[config.mk]
export PLATFORM = sky130hd
export DESIGN_NAME = fsm
export DESIGN_NICKNAME = d
export VERILOG_FILES = /design/src/rtl/fsm.sv
export SDC_FILE = /design/constraint.sdc
export NUM_CORES = 1
export LEC_CHECK = 0
export CAP_MARGIN = 40
export CORE_MARGIN = 3
export CORE_UTILIZATION = 28
export CTS_CLUSTER_DIAMETER = 200
export DETAILED_ROUTE_END_ITERATION = 6
export GPL_TIMING_DRIVEN = 0
export PLACE_DENSITY_LB_ADDON = 0.15
export SLEW_MARGIN = 20
export SYNTH_ARGS = -nofsm -noshare
export SYNTH_HDL_FRONTEND = slang
export SYNTH_SLANG_ARGS = --single-unit
export TNS_END_PERCENT = 100
[constraint.sdc]
create_clock -name Clock -period 2.33 [get_ports Clock]
set_clock_uncertainty 0.2 [all_clocks]
set_input_delay 0.233 -clock Clock [delete_from_list [all_inputs] [get_ports Clock]]
set_output_delay 0.233 -clock Clock [all_outputs]
set_load 0.005 [all_outputs]
[src/rtl/fsm.sv]
// Traffic-light controller, SW 4th Ave (northbound) / SW Harrison (east/west).
// Define FSM_SAFETY_ASSERT_EN to compile in the safety and dwell assertions.
module fsm #(
    parameter int MIN_GREEN   = 4,
    parameter int YELLOW_TIME = 2,
    parameter int RED_TIME    = 1
) (
    input  logic       Clock,
    input  logic       Reset,
    input  logic       S1,
    input  logic       S2,
    input  logic       S3,
    output logic [1:0] L1,
    output logic [1:0] L2,
    output logic [1:0] L3
);

    localparam logic [1:0] LT_RED = 2'b00;
    localparam logic [1:0] LT_GRN = 2'b01;
    localparam logic [1:0] LT_YEL = 2'b10;

    localparam logic [7:0] G_LAST = 8'(MIN_GREEN - 1);
    localparam logic [7:0] Y_LAST = 8'(YELLOW_TIME - 1);
    localparam logic [7:0] R_LAST = 8'(RED_TIME - 1);

    typedef enum logic [2:0] {
        RED_TO_NB,
        NB_GREEN,
        NB_YELLOW,
        RED_TO_EW,
        EW_GREEN,
        EW_YELLOW
    } state_e;

    state_e     currentstate;
    state_e     nextstate;
    logic [7:0] cnt_q;
    logic [7:0] cnt_d;
    logic       eb_go_q;
    logic       eb_go_d;
    logic       wb_go_q;
    logic       wb_go_d;

    always_ff @(posedge Clock) begin
        if (Reset) begin
            currentstate <= RED_TO_NB;
            cnt_q        <= 8'd0;
            eb_go_q      <= 1'b0;
            wb_go_q      <= 1'b0;
        end else begin
            currentstate <= nextstate;
            cnt_q        <= cnt_d;
            eb_go_q      <= eb_go_d;
            wb_go_q      <= wb_go_d;
        end
    end

    always_comb begin
        nextstate = currentstate;
        eb_go_d   = eb_go_q;
        wb_go_d   = wb_go_q;
        unique case (currentstate)
            RED_TO_NB: begin
                if (cnt_q == R_LAST) nextstate = NB_GREEN;
            end
            NB_GREEN: begin
                if (cnt_q >= G_LAST && (S2 || S3)) begin
                    nextstate = NB_YELLOW;
                    eb_go_d   = S2;
                    wb_go_d   = S3;
                end
            end
            NB_YELLOW: begin
                if (cnt_q == Y_LAST) nextstate = RED_TO_EW;
            end
            RED_TO_EW: begin
                if (cnt_q == R_LAST) nextstate = EW_GREEN;
            end
            EW_GREEN: begin
                if (cnt_q >= G_LAST && (S1 || !(S2 || S3)))
                    nextstate = EW_YELLOW;
            end
            EW_YELLOW: begin
                if (cnt_q == Y_LAST) nextstate = RED_TO_NB;
            end
            default: nextstate = RED_TO_NB;
        endcase
    end

    // Dwell counter restarts on every state change and saturates.
    always_comb begin
        if (nextstate != currentstate) begin
            cnt_d = 8'd0;
        end else if (cnt_q != 8'hFF) begin
            cnt_d = cnt_q + 8'd1;
        end else begin
            cnt_d = cnt_q;
        end
    end

    always_comb begin
        L1 = LT_RED;
        L2 = LT_RED;
        L3 = LT_RED;
        unique case (currentstate)
            NB_GREEN:  L1 = LT_GRN;
            NB_YELLOW: L1 = LT_YEL;
            EW_GREEN: begin
                if (eb_go_q) L2 = LT_GRN;
                if (wb_go_q) L3 = LT_GRN;
            end
            EW_YELLOW: begin
                if (eb_go_q) L2 = LT_YEL;
                if (wb_go_q) L3 = LT_YEL;
            end
            default: begin
                L1 = LT_RED;
                L2 = LT_RED;
                L3 = LT_RED;
            end
        endcase
    end

`ifdef FSM_SAFETY_ASSERT_EN
    a_no_conflict: assert property (@(posedge Clock)
        (L1 != LT_RED) |-> (L2 == LT_RED && L3 == LT_RED));

    a_no_illegal: assert property (@(posedge Clock)
        (L1 != 2'b11) && (L2 != 2'b11) && (L3 != 2'b11));

    a_legal_state: assert property (@(posedge Clock)
        currentstate inside {RED_TO_NB, NB_GREEN, NB_YELLOW,
                             RED_TO_EW, EW_GREEN, EW_YELLOW});

    // A timed state leaves exactly when its dwell count is reached.
    a_dwell_nby: assert property (@(posedge Clock) disable iff (Reset)
        (currentstate == NB_YELLOW) |->
        ((nextstate != currentstate) == (cnt_q == Y_LAST)));

    a_dwell_ewy: assert property (@(posedge Clock) disable iff (Reset)
        (currentstate == EW_YELLOW) |->
        ((nextstate != currentstate) == (cnt_q == Y_LAST)));

    a_dwell_rnb: assert property (@(posedge Clock) disable iff (Reset)
        (currentstate == RED_TO_NB) |->
        ((nextstate != currentstate) == (cnt_q == R_LAST)));

    a_dwell_rew: assert property (@(posedge Clock) disable iff (Reset)
        (currentstate == RED_TO_EW) |->
        ((nextstate != currentstate) == (cnt_q == R_LAST)));
`endif

endmodule

==> out/qor.txt <==
Inserted Clock Buffers -> 3
CTS max path bufs -> 2
vias in the first global route -> 704
drt pass-1 iters -> 4
ys flop type -> dfxtp_1
area grow syn2layout -> 23.7%
DRC errors left -> 0
leakage -> 0.349 nW
Vias -> 742
Cells after Synth -> 93
sequential area share after synthesis -> 32.4%
gr usage total -> 11.5%
Post-Syn Nets -> 101
register clock-pin slew on the reported worst setup and hold paths -> 0.08 ns
Slowest-stage cell, CP -> clkdlybuf4s50_1
largest family of logic cells by synthesized area -> simple AND/OR/NAND/NOR gates
Synth Cell Area -> 802 µm²
Die ar. -> 3540 µm²
delay-heaviest family, CP -> buffers and inverters
crit share post-route -> 94.0%
die outline height -> 59.5 µm
WL met3 -> 73 µm
cts hold-fix bufs -> 0
number of I/O port buffers -> 10
CTS tree -> yes
wl on met1 -> 884 µm
first-pass GRT wire length -> 3070 µm
highest metal used -> met4
mux share of post-synthesis cell area -> 6.24%
final setup violation count -> 0
number of hold violations in the final report -> 0
unrepaired setup endpoints after global routing -> no
met2 WL -> 794 µm
Util after Layout -> 38.3%
status -> complete, no violations
Diodes inserted -> 0
clock root buffer -> clkbuf_4
slew margin rel. -> 64.4%
setup TNS -> 0 ns
Initial Utilization -> 31.0%
I/O pin count -> 11
FP Rows -> 18
H-tree level count -> 1
Largest stage delay, worst path -> 0.60 ns
setup ws final -> 0.141 ns
pwr dens -> 707 nW/µm²
Peak Freq -> 457 MHz
number of distinct library cells after synthesis -> 38
Avg Cell Area, Syn -> 8.62 µm²
Hold WC Path Type -> flip-flop to flip-flop
Synth Area in Compound Gates -> 18.6%
# Max-Cap Violations -> 0
crit end category -> primary output
CP max FO -> 9
CP Data Arrival Time -> 1.76 ns
RePlAce Congestion -> 0.759
EDFF count, synth -> 0
Clock Latency Late Sink -> 0.28 ns
ANT nets after route -> 0
die span in x -> 59.5 µm
buffers and inverters on the worst path -> 2
DR vias/cell -> 5.38
largest net degree at the start of global routing -> 11
FF+latch count, synth -> 13
synth top area cells -> dfxtp_1 (32%), mux2i_1 (6.2%), nor3_1 (5.0%)
YS warnings -> 0
Routed wire per std cell -> 13.0 µm
initial drt markers -> 21
CP startpoint kind -> flip-flop
DP Wirelength -> 1330 µm
post-synthesis simple-gate area fraction -> 33.1%
top cell type's share of synthesized area -> 32.4%
Net count, final -> 117
initial antenna violation count -> 0
Routed WL -> 1800 µm
Overflow after GRT -> 0
kind of critical path -> flip-flop to primary output
total count of max-transition violations in the final report -> 0
top cells by count, synth -> dfxtp_1 (13), nor3_1 (8), nor2_1 (7)
layout cells sized above 1 -> 17.6%
worst vdd ir -> 0.457 mV
post-layout minimum cycle time -> 2.19 ns
Setup WS pre-CTS -> 0.0745 ns
crit-path cells -> buf_4, nor3b_1, clkdlybuf4s50_1
fraction of registers with async set/reset -> 0%
WP data required -> 1.90 ns
most frequent cell after synthesis -> dfxtp_1
Worst Max-Slew Pin Slew -> 0.529 ns
Synth area leader -> dfxtp_1
Adder-Cell Fraction of Synth Area -> 4.68%
Core Region -> 2590 µm²
clock tree sinks -> 13
Synth Area in XOR/XNOR -> 1.09%
state kept, by name, indices dropped and copies added (netlist names):
register,flops
cnt_q,8
eb_go_q,1
currentstate,3
wb_go_q,1
kinds of logic (layout without fill, tap and decap cells):
group / count (synthesis) / after routing
muxes: 5 / 5
DFF: 13 / 13
AOI/OAI and AO/OA: 20 / 20
buffers and inverters: 7 / 22
xor gates and xnor gates: 1 / 1
and+or+nand+nor: 44 / 44
adders and majority gates: 3 / 3
cells in the final DEF (no fill, tap or decap), drive strengths merged, types with 2 or more instances in the layout:
master and n:
ha 3, o21ai 2, nand3 2, a21oi 5, clkbuf 4, buf 3
nor3 9, nand3b 2, nor3b 2, nand2 4, clkdlybuf4s50 10, inv 5
nor4 3, nand4 3, dfxtp 13, nor2 7, and3 3, mux2i 5
a31oi 4, and2 3
routing by layer:
metal | vias up | global-route usage, %
li1 | 378 | -
met1 | 344 | 15.4
met2 | 15 | 17.0
met3 | 5 | 1.96
met4 | 0 | 6.65
met5 | - | 0
cell type report:
class	count	area [µm²]
inverter	5	18.8
fill	252	1600
multi-input combinational	73	529
timing repair buffer	11	108
buffer	2	12.5
clock buffer	4	26.3
sequential	13	260
tap	30	37.5
worst reg2reg max path: stages (launching register included):
cell and delay (ns):
dfxtp_1 0.37, ha_1 0.26, or3_4 0.36, o211ai_1 0.21
o41ai_2 0.12, o21a_2 0.28, nor4_2 0.27
path summary, 6_finish.rpt:
path	slack (ns)	from	to	cells after the start
min	0.32	wb_go_q	wb_go_q	2
max reg2reg	0.19	cnt_q[0]	cnt_q[6]	6
min reg2reg	0.32	wb_go_q	wb_go_q	2
max	0.14	currentstate[1]	L1[0]	3
power breakdown:
| group | switching (mW) | internal [mW] |
|---|---|---|
| logic | 0.165 | 0.119 |
| clock network | 0.0773 | 0.0665 |
| registers | 0.0256 | 0.247 |
| total | 0.268 | 0.433 |
stage by stage:
stage          area [µm²]  power (mW)  hold slack (ns)  std cells
2_1_floorplan         802       0.475            0.102         93
3_3_place_gp          940       0.554            0.309        133
3_5_place_dp          940       0.553            0.304        133
4_1_cts               966       0.696            0.325        137
5_1_grt               992       0.747            0.355        138
6_report              992       0.701            0.323        138
timing repair:
action / 4_1_cts / 5_1_grt
endpoints found under the setup margin: 0 / 8
gates resized for setup: 0 / 3
buffers inserted: 0 / 1
(Power assumes the default switching activity.)
